`config.mk`:
```
export PLATFORM = sky130hd
export DESIGN_NAME = mmio_uart_tx
export DESIGN_NICKNAME = d
export VERILOG_FILES = /design/src/rtl/uart_pkg.sv /design/src/rtl/sync_fifo.sv /design/src/rtl/mmio_uart_tx.sv
export SDC_FILE = /design/constraint.sdc
export NUM_CORES = 1
export LEC_CHECK = 0
export BUFFER_PORTS_ARGS = -buffer_cell sky130_fd_sc_hd__buf_2
export CAP_MARGIN = 0
export CORE_AREA = 2 2 172 90
export DETAILED_ROUTE_END_ITERATION = 16
export DIE_AREA = 0 0 174 92
export PLACE_DENSITY_LB_ADDON = 0.08
export SKIP_CTS_REPAIR_TIMING = 1
export SYNTH_ARGS = -nofsm -noshare
export SYNTH_HDL_FRONTEND = slang
export SYNTH_SLANG_ARGS = --single-unit
export TNS_END_PERCENT = 1
```
`constraint.sdc`:
```
create_clock -name clk -period 5.5 [get_ports clk]
set_input_delay 1.1 -clock clk [delete_from_list [all_inputs] [get_ports clk]]
set_output_delay 1.1 -clock clk [all_outputs]
set_load 0.01 [all_outputs]
```
`src/rtl/uart_pkg.sv`:
```
// uart_pkg
//   Shared definitions for the memory-mapped UART transmitter:
//   FSM state encoding, register offsets (addr[3:2]) and STATUS bit indices.
//   ST_PARITY is only reachable when UART_TX_PARITY_EN is defined.
package uart_pkg;

  typedef enum logic [2:0] {
    ST_IDLE,
    ST_START,
    ST_DATA,
    ST_PARITY,
    ST_STOP
  } tx_state_t;

  // Register offsets, word index taken from addr[3:2]
  localparam logic [1:0] TXDATA_OFF = 2'd0;
  localparam logic [1:0] STATUS_OFF = 2'd1;
  localparam logic [1:0] DIV_OFF    = 2'd2;

  // STATUS register bit positions
  localparam int unsigned ST_FULL_BIT  = 0;
  localparam int unsigned ST_EMPTY_BIT = 1;
  localparam int unsigned ST_BUSY_BIT  = 2;
  localparam int unsigned ST_OVF_BIT   = 3;
  localparam int unsigned ST_PAR_BIT   = 4;

endpackage

```
`src/rtl/sync_fifo.sv`:
```
// sync_fifo
//   Single-clock FIFO with synchronous active-high reset. Contents are not
//   cleared by reset; only pointers and count are.
//   Parameters: WIDTH (data width), DEPTH (entries, power of two, >= 2).
//   Ports:
//     clk, reset   clock / synchronous active-high reset
//     push, din    write strobe and data; accepted when not full, or when a
//                  pop happens in the same cycle
//     pop, dout    read strobe (ignored when empty) and head-of-queue data
//     full, empty  occupancy flags
module sync_fifo #(
  parameter int unsigned WIDTH = 8,
  parameter int unsigned DEPTH = 8
) (
  input  logic             clk,
  input  logic             reset,
  input  logic             push,
  input  logic             pop,
  input  logic [WIDTH-1:0] din,
  output logic [WIDTH-1:0] dout,
  output logic             full,
  output logic             empty
);

  localparam int unsigned AW = $clog2(DEPTH);
  localparam logic [AW-1:0] PTR_ONE = AW'(1);
  localparam logic [AW:0]   CNT_ONE = (AW+1)'(1);

  logic [WIDTH-1:0] r_mem [DEPTH];
  logic [AW-1:0]    r_wr_ptr;
  logic [AW-1:0]    r_rd_ptr;
  logic [AW:0]      r_count;
  logic             w_do_pop;
  logic             w_do_push;

  assign empty     = (r_count == '0);
  assign full      = (r_count == (AW+1)'(DEPTH));
  assign dout      = r_mem[r_rd_ptr];
  assign w_do_pop  = pop && !empty;
  // A pop frees the slot this cycle, so a full FIFO can still take a push
  assign w_do_push = push && (!full || w_do_pop);

  always_ff @(posedge clk) begin
    if (w_do_push) begin
      r_mem[r_wr_ptr] <= din;
    end
  end

  always_ff @(posedge clk) begin
    if (reset) begin
      r_wr_ptr <= '0;
      r_rd_ptr <= '0;
      r_count  <= '0;
    end else begin
      if (w_do_push) begin
        r_wr_ptr <= r_wr_ptr + PTR_ONE;
      end
      if (w_do_pop) begin
        r_rd_ptr <= r_rd_ptr + PTR_ONE;
      end
      if (w_do_push && !w_do_pop) begin
        r_count <= r_count + CNT_ONE;
      end else if (!w_do_push && w_do_pop) begin
        r_count <= r_count - CNT_ONE;
      end
    end
  end

endmodule

```
`src/rtl/mmio_uart_tx.sv`:
```
// mmio_uart_tx
//   Memory-mapped 8N1 UART transmitter on the core data-memory port.
//   Register window: BASE_ADDR[31:4], offset addr[3:2]:
//     0x0 TXDATA (W)  push wdata[7:0] into the TX FIFO
//     0x4 STATUS (R)  {par_en, overflow, busy, empty, full}; write bit3=1 clears overflow
//     0x8 DIV    (RW) baud divisor (cycles/bit), 0 is stored as 1
//     0xC reserved
//   Optional feature macro: UART_TX_PARITY_EN adds an even-parity bit after DATA.
//   Ports:
//     clk, reset  clock / synchronous active-high reset
//     addr, wdata core address and store data; we = store strobe
//     rdata       combinational read data, 0 when not selected
//     sel_out     combinational window match, used by the SoC read mux
//     tx_out      serial line, idle high
//     irq_out     registered: FIFO empty and FSM idle
module mmio_uart_tx
  import uart_pkg::*;
#(
  parameter logic [31:0] BASE_ADDR  = 32'h1000_0000,
  parameter int unsigned CLK_DIV    = 868,
  parameter int unsigned FIFO_DEPTH = 8
) (
  input  logic        clk,
  input  logic        reset,
  input  logic [31:0] addr,
  input  logic [31:0] wdata,
  input  logic        we,
  output logic [31:0] rdata,
  output logic        sel_out,
  output logic        tx_out,
  output logic        irq_out
);

  logic [1:0]  w_off;
  logic        w_wr;
  logic        w_push;
  logic        w_pop;
  logic        w_full;
  logic        w_empty;
  logic [7:0]  w_fifo_dout;
  logic        w_drop;
  logic        w_bit_done;
  logic [31:0] w_status;
  logic        w_tx;
  logic        w_unused;

  logic [15:0] r_div;
  logic [15:0] r_bit_div;
  logic [15:0] r_timer;
  logic [2:0]  r_bitcnt;
  logic [7:0]  r_shift;
  logic        r_ovf;
  logic        r_irq;
`ifdef UART_TX_PARITY_EN
  logic        r_par;
`endif

  tx_state_t r_state;
  tx_state_t w_next;

  assign w_unused = &{1'b0, addr[1:0], wdata[31:16]};

  // ---------------- decode ----------------
  assign sel_out = (addr[31:4] == BASE_ADDR[31:4]);
  assign w_off   = addr[3:2];
  assign w_wr    = we && sel_out;
  assign w_push  = w_wr && (w_off == TXDATA_OFF);
  assign w_drop  = w_push && w_full && !w_pop;

  sync_fifo #(
    .WIDTH (8),
    .DEPTH (FIFO_DEPTH)
  ) u_fifo (
    .clk   (clk),
    .reset (reset),
    .push  (w_push),
    .pop   (w_pop),
    .din   (wdata[7:0]),
    .dout  (w_fifo_dout),
    .full  (w_full),
    .empty (w_empty)
  );

  // ---------------- registers ----------------
  always_ff @(posedge clk) begin
    if (reset) begin
      r_div <= 16'(CLK_DIV);
      r_ovf <= 1'b0;
      r_irq <= 1'b1;
    end else begin
      if (w_wr && (w_off == DIV_OFF)) begin
        r_div <= (wdata[15:0] == 16'd0) ? 16'd1 : wdata[15:0];
      end
      if (w_drop) begin
        r_ovf <= 1'b1;
      end else if (w_wr && (w_off == STATUS_OFF) && wdata[ST_OVF_BIT]) begin
        r_ovf <= 1'b0;
      end
      r_irq <= w_empty && (r_state == ST_IDLE);
    end
  end

  assign irq_out = r_irq;

  always_comb begin
    w_status               = '0;
    w_status[ST_FULL_BIT]  = w_full;
    w_status[ST_EMPTY_BIT] = w_empty;
    w_status[ST_BUSY_BIT]  = (r_state != ST_IDLE);
    w_status[ST_OVF_BIT]   = r_ovf;
`ifdef UART_TX_PARITY_EN
    w_status[ST_PAR_BIT]   = 1'b1;
`endif
  end

  always_comb begin
    rdata = '0;
    if (sel_out) begin
      case (w_off)
        STATUS_OFF: rdata = w_status;
        DIV_OFF:    rdata = {16'h0000, r_div};
        default:    rdata = '0;
      endcase
    end
  end

  // ---------------- FSM ----------------
  assign w_bit_done = (r_timer == 16'd0);

  always_ff @(posedge clk) begin
    if (reset) begin
      r_state <= ST_IDLE;
    end else begin
      r_state <= w_next;
    end
  end

  always_comb begin
    w_next = r_state;
    case (r_state)
      ST_IDLE:  if (!w_empty) w_next = ST_START;
      ST_START: if (w_bit_done) w_next = ST_DATA;
      ST_DATA: begin
        if (w_bit_done && (r_bitcnt == 3'd7)) begin
`ifdef UART_TX_PARITY_EN
          w_next = ST_PARITY;
`else
          w_next = ST_STOP;
`endif
        end
      end
`ifdef UART_TX_PARITY_EN
      ST_PARITY: if (w_bit_done) w_next = ST_STOP;
`endif
      ST_STOP:  if (w_bit_done) w_next = ST_IDLE;
      default:  w_next = ST_IDLE;
    endcase
  end

  always_comb begin
    w_pop = (r_state == ST_IDLE) && !w_empty;
    case (r_state)
      ST_START: w_tx = 1'b0;
      ST_DATA:  w_tx = r_shift[0];
`ifdef UART_TX_PARITY_EN
      ST_PARITY: w_tx = r_par;
`endif
      default:  w_tx = 1'b1;
    endcase
  end

  assign tx_out = w_tx;

  // Bit timer and shifter. The divisor is snapshotted into r_bit_div on pop,
  // so DIV writes during a frame only take effect on the next frame.
  always_ff @(posedge clk) begin
    if (reset) begin
      r_timer   <= '0;
      r_bit_div <= 16'(CLK_DIV);
      r_bitcnt  <= '0;
      r_shift   <= '0;
`ifdef UART_TX_PARITY_EN
      r_par     <= 1'b0;
`endif
    end else if (w_pop) begin
      r_shift   <= w_fifo_dout;
      r_bit_div <= r_div;
      r_timer   <= r_div - 16'd1;
      r_bitcnt  <= '0;
`ifdef UART_TX_PARITY_EN
      r_par     <= ^w_fifo_dout;
`endif
    end else if (r_state != ST_IDLE) begin
      if (w_bit_done) begin
        r_timer <= r_bit_div - 16'd1;
        if (r_state == ST_DATA) begin
          r_shift  <= {1'b0, r_shift[7:1]};
          r_bitcnt <= r_bitcnt + 3'd1;
        end
      end else begin
        r_timer <= r_timer - 16'd1;
      end
    end
  end

endmodule

```
Word-level counts from Yosys, hierarchy flattened:

Memory sizes are Yosys's and may differ from the RTL's. A register that Yosys moved wholly into a read port is not among the register bits.
Cells that the tools add are included.

* register bits: 74
* memory bits (writable): 64
* input port bits: 67
* output and inout port bits: 35
* logic and storage cells: 91
* memories kept: 1

Memories
* u_fifo.r_mem: words 8, bits a word 8, rd ports 1, clocked after Yosys merged registers in 1, write ports 1, RTL line sync_fifo.sv:29 `logic [WIDTH-1:0] r_mem [DEPTH];`

* add/sub/neg operators: 8
* equality and inequality tests: 12
* muxes and demuxes: 24
* reductions and logical operators: 35

Operator list (count)
* $mux W16: 5
* $sub A16 B1 Y16 const B: 3
* $logic_not A16 Y1: 2
* $mux W8: 4
* $pmux W16 S2: 1
* $eq A28 B25 Y1 const B: 1
* $mux W3: 6
* $logic_and A1 B1 Y1: 14
* $pmux W3 S4: 1
* $reduce_bool A2 Y1: 5
* $add A3 B1 Y3 const B: 3
* $mux W4: 2
* $ne A2 B2 Y1 const B: 4
* $eq A3 B3 Y1 const B: 2
* $reduce_and A3 Y1: 2
* $logic_not A1 Y1: 5
* $add A4 B1 Y4 const B: 1
* $eq A4 B4 Y1 const B: 1
* $logic_not A4 Y1: 1
* $mux W1: 4
* $reduce_and A4 Y1: 1
* $sub A4 B1 Y4 const B: 1
* $eq A3 B1 Y1 const B: 1
* $eq A3 B2 Y1 const B: 1
* other kinds (8): 8

Logic depth before layout (Yosys ltp):

Gate-level depths: netlist of run 1.

* depth after elaboration: 10
* mapped depth: 15
* depth with buffers taken out: 13

Hierarchy:

Synthesis of run 1 repeated with hierarchy kept, for this count alone.

* cells, all modules: 608
* area total of the unflattened synthesis: 6596.3 um^2

Modules (own cells, without submodules)
* mmio_uart_tx: times used 1, cells an instance 442, area each 3532.1 um^2, seq. area each 1281.2 um^2
* sync_fifo: times used 1, cells an instance 166, area each 3064.2 um^2, seq. area each 2182.1 um^2

Worst setup path before layout of run 1:

No wires, ideal clock.

* path kind: input to register
* start point: in addr[10]
* end point: reg u_fifo.r_count[3]
* data arrival time: 3.630 ns
* data required time: 5.429 ns
* setup slack: 1.799 ns
* stages on the path: 14
* cell sequence: nor4_1 nand4_1 nor2_1 and2_1 and3_1 clkbuf_1 ha_1 inv_1 ha_1 a21o_1 a21oi_1 xnor2_1 or3_1 a21oi_1

* word-level cells in the longest chain between the ends: 7
* elaborated cells on any way between the ends: 9
* those cells by class: eq/ne (1); mux (1); reduce/logical (7)

RTL lines
* start: declaration: RTL line mmio_uart_tx.sv:25 `input logic [31:0] addr,`
* $eq A28 B25 Y1 *: RTL line mmio_uart_tx.sv:64 `assign sel_out = (addr[31:4] == BASE_ADDR[31:4]);`
* $logic_and A1 B1 Y1 *: RTL line mmio_uart_tx.sv:66 `assign w_wr = we && sel_out;`
* $logic_and A1 B1 Y1 *: RTL line mmio_uart_tx.sv:67 `assign w_push = w_wr && (w_off == TXDATA_OFF);`
* $logic_and A1 B1 Y1 *: RTL line sync_fifo.sv:41 `assign w_do_push = push && (!full || w_do_pop);`
* net u_fifo.w_do_push: RTL line sync_fifo.sv:34 `logic w_do_push;`
* $logic_not A1 Y1: RTL line sync_fifo.sv:63 `end else if (!w_do_push && w_do_pop) begin`
* $logic_and A1 B1 Y1: RTL line sync_fifo.sv:63
* $reduce_bool A2 Y1 (no line)
* end signal: assignment: RTL line sync_fifo.sv:62 `r_count <= r_count + CNT_ONE;`
* end signal: assignment: RTL line sync_fifo.sv:64 `r_count <= r_count - CNT_ONE;`
* end: declaration: RTL line sync_fifo.sv:32 `logic [AW:0] r_count;`

The timed path passes the listed nets; every way through them passes the cells marked *.
A chain may end at the register's enable or synchronous reset.

Worst setup path in the final report of run 1:

* start point: in addr[5]
* end point: out rdata[2]

* word-level cells in the longest chain between the ends: 2

RTL lines
* $eq A28 B25 Y1: RTL line mmio_uart_tx.sv:64
* $mux W16: RTL line mmio_uart_tx.sv:118 `if (sel_out) begin`
* end: declaration: RTL line mmio_uart_tx.sv:28 `output logic [31:0] rdata,`

No other way between the ends.

==> results by group, run 1 <==
Critical path
  • CP Cell Sequence: buf_2 -> nor4_1 -> nand4_1 -> nor2_1 -> buf_4 -> nand2_1 -> nor2_1 -> buf_2
  • CP peak stage delay: 330 ps
  • Critical Path Source Type: primary input
  • Critical path type: primary input to primary output
  • Worst Path Required: 4400 ps
  • WP buf/inv: 3
  • CP max FO: 15
  • Worst Path Arrival: 2710 ps
  • Slowest stage cell, crit path: nor2_1
  • Setup crit end kind: primary output
  • Largest delay share family, worst path: simple AND/OR/NAND/NOR gates

Global routing
  • GR Overflow Total: 0
  • Largest net degree at the start of global routing: 75
  • GR Util All Layers: 20.8%
  • First-pass GRT wire length: 25000 µm
  • Vias in the first global route: 4451
  • Initial antenna violation count: 0

Route
  • Via Count: 4630
  • DR vias/cell: 5.42
  • Post-DR wirelength/cell: 18.6 µm
  • DR pass1 iterations: 4
  • DRC viols: 0
  • DR iter-0 viols: 355
  • Routed WL: 15900 µm
  • Post-route antenna net violation count: 0

STA
  • Min cycle time layout: 3810 ps
  • Final worst slack: 1690 ps
  • # setup viols final: 0
  • Slew HR: 38.3%
  • RSZ-0062 raised after global routing: false
  • F_max: 0.262 GHz
  • Clock skew: 11.0 ps
  • Final hold violations: 0
  • Final TNS setup: 0 ps
  • Final worst-path cycle share: 69.3%
  • Worst slew pin tran: 923 ps
  • Slew Viols, Final: 0

Run status
  • Status: completed

Placement
  • Routability cong.: 0.821
  • Placed cell count: 822
  • Placed wire-length estimate: 11000 µm
  • Dpl ws: 1260 ps
  • IO Port Bufs: 67

Cells and area
  • Fillers: 1352
  • Final core occ: 50.6%
  • Antenna diodes: 0
  • Share of cells above drive strength 1: 21.8%
  • Layout Nets: 716
  • P&R area growth vs syn: 16.5%
  • Final cell count without fillers: 854

Die
  • IO Pins: 102
  • Die Height: 92 µm
  • Die area: 16000 µm²
  • Die X: 174 µm
  • Starting Density: 43.4%
  • Core ar.: 14700 µm²
  • Rows: 32

Clocking
  • Clock slew at reported path FFs: 60 ps
  • CTS Buf Count: 17
  • Sink Count: 141
  • CTS H-tree depth: 4
  • Clock Path Buffers: 2
  • Root buf cell: clkbuf_16
  • Later-pin clock latency in the skew report: 410 ps
  • CTS tree: yes

Pwr
  • Peak VDD IR: 0.262 mV
  • Pwr per Cell Area: 516 nW/µm²
  • Leakage: 2.77 nW

Logic synthesis
  • Synth Area per Inst: 11.1 µm²
  • Synth area leaders: edfxtp_1 30%, dfxtp_1 24%, mux4_2 5.6%
  • Post-synth ARST share: 0%
  • Synth Instances: 574
  • Area of the mapped netlist: 6400 µm²
  • Yosys top cell area share: 30.0%
  • Ys flop type: dfxtp_1
  • Sequential area share after synthesis: 54.1%
  • EDFF count, synth: 64
  • Synth cell types: 57
  • Yosys warning count: 0
  • Cell taking the most area after synthesis: edfxtp_1
  • Synthesized flop and latch total: 141

Min path
  • Hold WC Path Type: flip-flop to flip-flop

Job
  • Max Cap Viol: 0
[kinds of logic (layout without fill, tap and decap cells)]
kind of cell             after synthesis  count (layout)  synth area share (%)
buffers and inverters                 59             120                  4.93
multiplexers                          31              31                  7.98
flip-flops                           141             141                  54.1
AO/OA/AOI/OAI                        112             112                  11.4
adder cells (fa/ha/maj)               12              12                  2.46
AND/OR/NAND/NOR                      200             200                  16.5
XOR/XNOR                              18              18                  2.46
other                                  1              16                0.0586
[synthesized netlist by cell type, types with 3 or more instances]
cell type and count:
nand2_1 51, edfxtp_1 64, o21ai_1 9, buf_1 4
inv_1 7, buf_4 17, mux4_2 16, mux2i_1 15
nor3b_1 4, nand2b_1 3, nand3_1 10, o21ai_0 16
buf_6 4, nor3_1 14, nand3_2 3, o21bai_1 4
a211oi_1 25, nor2_1 48, a21oi_1 32, dfxtp_1 77
and3_1 15, xnor2_1 11, o211ai_1 6, clkbuf_1 27
a22oi_1 3, nand3b_1 9, a311oi_1 3, nor2b_1 8
nor4_1 15, or3_1 5, ha_1 11, xor2_1 7
nand4_1 3
[layer usage]
metal	global-route usage (%)	share of wire (%)	up-vias
met5	0	0	-
met4	5.88	0.62	0
met3	5.31	6.4	8
met2	27.8	39	139
met1	32.6	54	2260
li1	-	-	2223
[power breakdown]
part,internal (mW),switching [mW],total [mW]
sequential,1.22,0.129,1.35
clock,0.710,0.440,1.15
combinational,0.523,0.825,1.35
[area by class of cell]
type / count / area [µm²] / share of cell area (%)
clock buffers: 17 / 425 / 5.71
clock inverters: 15 / 170 / 2.28
inverters: 7 / 26.3 / 0.352
multi-input cells: 389 / 2670 / 35.9
flip-flops and latches: 141 / 3460 / 46.5
well taps: 204 / 255 / 3.42
repair buffers: 81 / 440 / 5.91
[registers in the layout (all words and copies together), names as in the netlist, named ones only]
name and count:
irq_out 1, r_bit_div 16, r_bitcnt 3, r_div 16, r_ovf 1, r_shift 8, r_state 3, r_timer 16
u_fifo.r_count 4, u_fifo.r_mem 64, u_fifo.r_rd_ptr 3, u_fifo.r_wr_ptr 3
[final timing paths]
| kind | from | to | slack [ps] | cells after the start |
|---|---|---|---|---|
| hold / removal | r_bit_div[15]$_SDFFE_PP0P_ | r_bit_div[15]$_SDFFE_PP0P_ | 460 | 2 |
| setup / recovery | addr[5] | rdata[2] | 1690 | 8 |
| hold reg to reg | r_bit_div[15]$_SDFFE_PP0P_ | r_bit_div[15]$_SDFFE_PP0P_ | 460 | 2 |
| setup reg to reg | u_fifo.r_count[0]$_SDFFE_PP0P_ | r_timer[10]$_SDFFE_PP0P_ | 2020 | 10 |
[placed cells by master (no fill, tap or decap), types with 3 or more instances in the layout]
cell type,synthesis,routed
o21ai_1,9,9
ha_1,11,11
buf_4,17,14
clkbuf_16,0,17
o21ai_0,16,16
edfxtp_1,64,64
nor4_1,15,15
nand3_2,3,3
nand3b_1,9,9
xor2_1,7,7
mux2i_1,15,15
nor3_1,14,14
clkinvlp_4,0,4
or3_1,5,5
buf_2,0,67
nor2_1,48,48
a21oi_1,32,32
nor3b_1,4,4
nand2_1,51,51
inv_1,7,7
bufinv_16,0,3
nor2b_1,8,8
and3_1,15,15
nand3_1,10,10
a22oi_1,3,3
mux4_2,16,16
nand2b_1,3,3
xnor2_1,11,11
o211ai_1,6,6
nand4_1,3,3
a311oi_1,3,3
dfxtp_1,77,77
a211oi_1,25,25
o21bai_1,4,4
conb_1,1,16
[worst min-delay path: cells and delay by family (launching register included)]
family             cells  cell delay [ps]
DFF                    1              310
and+or+nand+nor        1               50
AOI/OAI and AO/OA      1               50
[through the flow]
stage / total power [mW] / hold WS [ps] / area (µm²)
3_3_place_gp: 2.66 / 444 / 6860
4_1_cts: 3.87 / 467 / 7450
6_report: 3.85 / 462 / 7450
2_1_floorplan: 2.37 / 437 / 6450
3_5_place_dp: 2.71 / 454 / 6860
5_1_grt: 4.08 / 491 / 7450
(Power assumes the default switching activity.)
==> run 2: changes to the inputs <==
clock period = 3.77 ns   (was 5.5 ns; I/O delays follow)
==> run 2 against run 1 <==
  * Via count is 2.4% higher
  * Critical path type is now flip-flop to flip-flop
  * Worst setup slack lost 1200 ps
  * Global-route usage about the same
  * Worst hold slack got worse by 2.1 ps
  * Die area unchanged
  * Critical endpoint is now r_timer[10]$_SDFFE_PP0P_
  * Highest routed layer unchanged
  * Final cell count is 1.1% higher
  * Critical path depth is 2 higher
  * Core utilization grew 0.53 points
  * Clock-buffer cell count rose by 4
  * Power is 47% higher
  * Sequential power up 45%
  * Largest cell class unchanged
==> results by group, run 2 (same netlist as run 1, synthesis figures left out) <==
Placement
  • Placed wire-length estimate: 11300 µm
  • Placed Instance Area: 6930 µm²
  • Routability cong.: 0.854
  • Dpl ws: 189 ps
  • IO Port Bufs: 67
  • Placed cell count: 831

Run status
  • Status: completed

Min path
  • Hold WC Path Type: flip-flop to flip-flop

Die
  • Die X: 174 µm
  • Starting Density: 43.4%
  • Core ar.: 14700 µm²
  • Die Height: 92 µm
  • Die area: 16000 µm²
  • Rows: 32
  • IO Pins: 102

Critical path
  • Worst Path Arrival: 3620 ps
  • Slowest stage cell, crit path: or4_1
  • Critical path type: flip-flop to flip-flop
  • CP max FO: 6
  • Setup crit end kind: flip-flop
  • CP peak stage delay: 670 ps
  • Critical Path Source Type: flip-flop
  • Worst Path Required: 4110 ps
  • Most used cell, CP: or4_1
  • CP Cell Sequence: or4_1 -> nand3_1 -> o211ai_1 -> inv_1 -> ha_1 -> nor3b_4 -> nand3_2 -> or4_1 -> xor2_1 -> a211oi_2

Global routing
  • Vias in the first global route: 4530
  • Met1 Track Usage GR: 33.0%
  • Met2 Use GR: 27.9%
  • GR Overflow Total: 0
  • Initial antenna violation count: 0
  • Most used routing layer: met1
  • First-pass GRT wire length: 25200 µm
  • GR Util All Layers: 20.9%
  • M3 GR Usage: 5.27%
  • Largest net degree at the start of global routing: 40

Clocking
  • Clock slew at reported path FFs: 60 ps
  • CTS H-tree depth: 4
  • Clock Path Buffers: 2
  • CTS Buf Count: 17
  • Later-pin clock latency in the skew report: 420 ps
  • CTS tree: yes
  • Sink Count: 141
  • Root buf cell: clkbuf_16

STA
  • Clock skew: 12.2 ps
  • Final worst slack: 487 ps
  • F_max: 0.305 GHz
  • Hold slack: 460 ps
  • Min cycle time layout: 3280 ps
  • # setup viols final: 0
  • Final TNS setup: 0 ps
  • Final worst-path cycle share: 87.1%
  • Slew HR: 37.2%
  • Slew Viols, Final: 0
  • Worst slew pin tran: 940 ps
  • Final hold violations: 0
  • RSZ-0062 raised after global routing: false

Route
  • Routed WL: 16000 µm
  • Via Count: 4743
  • DR iter-0 viols: 340
  • Post-route antenna net violation count: 0
  • DR pass1 iterations: 5
  • DR vias/cell: 5.50
  • DRC viols: 0
  • Post-DR wirelength/cell: 18.5 µm

Cells and area
  • Final core occ: 51.1%
  • P&R area growth vs syn: 17.8%
  • Max reg flops: 64
  • Fillers: 1322
  • Most frequent cells in the layout: 77 x dfxtp_1, 67 x buf_2, 64 x edfxtp_1
  • Layout Nets: 725
  • Share of cells above drive strength 1: 22.9%
  • Antenna diodes: 0
  • Largest Register: u_fifo.r_mem
  • Commonest non-fill, non-tap cell in the layout: dfxtp_1
  • Final cell count without fillers: 863
  • Final Cell Area: 7530 µm²

Job
  • Max Cap Viol: 0

Pwr
  • Pwr per Cell Area: 753 nW/µm²
  • Peak VDD IR: 0.377 mV
  • Tot Pwr: 5.67 mW
  • Leakage: 2.84 nW
## run 2: cell count changes in the layout (fill, tap and decap cells not counted), sizes merged
cell,delta
inv,+1
clkinv,+1
clkbuf,+4
clkinvlp,-4
bufinv,-2
buf,+9
## run 2: per-layer routing
layer  wire length, µm  part of all wire (%)
met1              8630                    54
met2              6250                    39
met3               980                   6.1
met4               121                  0.76
met5                 0                     0
## run 2: critical path: cells and delay by family, from the launching register on
family	cells	cell delay, ps
AO/OA/AOI/OAI	2	420
XOR/XNOR	1	170
adder cells (fa/ha/maj)	1	190
buffers and inverters	1	110
flip-flops	1	400
AND/OR/NAND/NOR	5	1920
## run 2: layout make-up
type	count	area [µm²]	share of cell area (%)
multi-input cells	389	2670	35.5
well taps	204	255	3.39
clock buffers	21	503	6.68
clock inverters	11	103	1.36
repair buffers	90	508	6.74
flip-flops and latches	141	3460	46.0
inverters	7	26.3	0.349
## run 2: final timing paths
check | from | to | slack (ps) | depth (start not counted)
min | r_bit_div[13]$_SDFFE_PP0P_ | r_bit_div[13]$_SDFFE_PP0P_ | 460 | 2
min reg2reg | r_bit_div[13]$_SDFFE_PP0P_ | r_bit_div[13]$_SDFFE_PP0P_ | 460 | 2
max | u_fifo.r_count[0]$_SDFFE_PP0P_ | r_timer[10]$_SDFFE_PP0P_ | 490 | 10
max reg2reg | u_fifo.r_count[0]$_SDFFE_PP0P_ | r_timer[10]$_SDFFE_PP0P_ | 490 | 10
## run 2: power by group
| part | switching [mW] | internal [mW] | total [mW] |
|---|---|---|---|
| clock network | 0.662 | 1.03 | 1.69 |
| logic | 1.21 | 0.805 | 2.02 |
| registers | 0.185 | 1.78 | 1.96 |
==> run 3: changes to the inputs <==
CORE_AREA = 2 2 123 125   (was 2 2 172 90)
DIE_AREA = 0 0 125 127   (was 0 0 174 92)
==> run 3 against run 2 <==
  * Critical path type unchanged
  * Global-route usage shrank 1.6 points
  * Worst hold slack is essentially flat
  * Power shrank 1.2%
  * Sequential power is essentially flat
  * Worst setup slack lost 48 ps
  * Critical endpoint unchanged
  * Routed wire length shrank 8.5%
==> results by group, run 3 (same netlist as run 1, synthesis figures left out) <==
Die
  • Rows: 44
  • IO Pins: 102
  • Die area: 15900 µm²
  • Core ar.: 14400 µm²
  • Die Height: 127 µm
  • Die X: 125 µm
  • Starting Density: 44.3%

Global routing
  • Vias in the first global route: 4495
  • First-pass GRT wire length: 23600 µm
  • GR Overflow Total: 0
  • Initial antenna violation count: 0
  • Largest net degree at the start of global routing: 42
  • GR Util All Layers: 19.2%

Clocking
  • Root buf cell: clkbuf_16
  • Sink Count: 141
  • Later-pin clock latency in the skew report: 430 ps
  • Clock slew at reported path FFs: 70 ps
  • CTS H-tree depth: 4
  • CTS Buf Count: 17
  • Clock Path Buffers: 2
  • CTS tree: yes

STA
  • Final TNS setup: 0 ps
  • Final hold violations: 0
  • # setup viols final: 0
  • Slew HR: 46.2%
  • Clock skew: 6.26 ps
  • RSZ-0062 raised after global routing: false
  • Slew Viols, Final: 0
  • F_max: 0.300 GHz
  • Min cycle time layout: 3330 ps
  • Worst slew pin tran: 805 ps
  • Hold slack: 460 ps
  • Final worst-path cycle share: 88.4%

Route
  • DR vias/cell: 5.47
  • Routed WL: 14600 µm
  • Via Count: 4601
  • Post-DR wirelength/cell: 17.4 µm
  • DRC viols: 0
  • Post-route antenna net violation count: 0
  • DR pass1 iterations: 4
  • DR iter-0 viols: 334

Cells and area
  • Share of cells above drive strength 1: 22.8%
  • Layout Nets: 723
  • Antenna diodes: 0
  • Commonest non-fill, non-tap cell in the layout: dfxtp_1
  • Largest Register: u_fifo.r_mem
  • Fillers: 1304
  • Most frequent cells in the layout: 77 x dfxtp_1, 67 x buf_2, 64 x edfxtp_1
  • P&R area growth vs syn: 17.0%
  • Max reg flops: 64

Min path
  • Hold WC Path Type: flip-flop to flip-flop
  • Hold Startpoint: r_bit_div[15]$_SDFFE_PP0P_
  • Hold Path End: r_bit_div[15]$_SDFFE_PP0P_
  • Hold-critical path depth: 2

Critical path
  • Slowest stage cell, crit path: or4_1
  • CP max FO: 10
  • CP Cell Sequence: or4_1 -> nand3_1 -> o211ai_1 -> inv_1 -> ha_1 -> nor3b_4 -> nand3_2 -> or4_1 -> xor2_1 -> a211oi_2
  • Setup crit end kind: flip-flop
  • Critical Path Source Type: flip-flop
  • Reg-to-reg slack, setup: 440 ps
  • Critical path type: flip-flop to flip-flop
  • Worst R2R Start: u_fifo.r_count[0]$_SDFFE_PP0P_
  • CP peak stage delay: 770 ps
  • Worst Path Arrival: 3680 ps
  • Most used cell, CP: or4_1
  • FF-to-FF path depth: 10
  • Worst Path Required: 4120 ps
  • Worst r2r dst: r_timer[10]$_SDFFE_PP0P_

Pwr
  • Tot Pwr: 5.61 mW
  • Pwr per Cell Area: 749 nW/µm²
  • Leakage: 2.83 nW
  • Peak VDD IR: 0.379 mV

Placement
  • Routability cong.: 0.766
  • IO Port Bufs: 67
  • Placed wire-length estimate: 10200 µm

Run status
  • Status: completed

Job
  • Max Cap Viol: 0
-- run 3: worst max path at each step --
| stage | from | end | slack [ps] |
|---|---|---|---|
| after floorplan | addr[10] | u_fifo.r_count[3]$_SDFFE_PP0P_ | 420 |
| after global placement | addr[10] | u_fifo.r_count[3]$_SDFFE_PP0P_ | 450 |
| after detailed placement | addr[10] | u_fifo.r_count[3]$_SDFFE_PP0P_ | 400 |
| after CTS | u_fifo.r_count[0]$_SDFFE_PP0P_ | r_timer[10]$_SDFFE_PP0P_ | 430 |
| after global routing | u_fifo.r_count[0]$_SDFFE_PP0P_ | r_timer[10]$_SDFFE_PP0P_ | 170 |
| final | u_fifo.r_count[0]$_SDFFE_PP0P_ | r_timer[10]$_SDFFE_PP0P_ | 440 |
-- run 3: area by class of cell --
| class | count | area [µm²] | share of cell area, % |
|---|---|---|---|
| clock buffers | 17 | 425 | 5.68 |
| flip-flops and latches | 141 | 3460 | 46.3 |
| repair buffers | 88 | 493 | 6.59 |
| inverters | 7 | 26.3 | 0.351 |
| multi-input cells | 389 | 2670 | 35.7 |
| clock inverters | 15 | 171 | 2.29 |
| well taps | 184 | 230 | 3.08 |
-- run 3: through the flow --
stage | worst slack (ps) | area [µm²] | utilization, % | instances
3_5_place_dp | 397 | 6890 | 47.7 | 809
4_1_cts | 435 | 7480 | 51.9 | 841
2_1_floorplan | 415 | 6450 | - | 589
6_report | 439 | 7480 | 51.9 | 841
5_1_grt | 172 | 7480 | 51.9 | 841
3_3_place_gp | 446 | 6890 | 47.7 | 809
-- run 3: where the power goes --
group	total, mW	internal, mW	switching, mW
Clock	1.68	0.944	0.735
Combinational	1.98	0.808	1.17
Sequential	1.95	1.78	0.170
-- run 3: worst max-delay path, delay by kind of cell (launching register included) --
family                     cells  cell delay, ps
xor gates and xnor gates       1             170
buffers and inverters          1             100
DFF                            1             400
adders and majority gates      1             180
AOI/OAI and AO/OA              2             400
and+or+nand+nor                5            2000
-- run 3: per-layer routing --
layer / wire [µm] / vias to the layer above / global-route usage [%]
li1: - / 2244 / -
met1: 6730 / 2216 / 26.0
met2: 6950 / 126 / 30.8
met3: 780 / 15 / 4.31
met4: 173 / 0 / 6.73
met5: 0 / - / 0
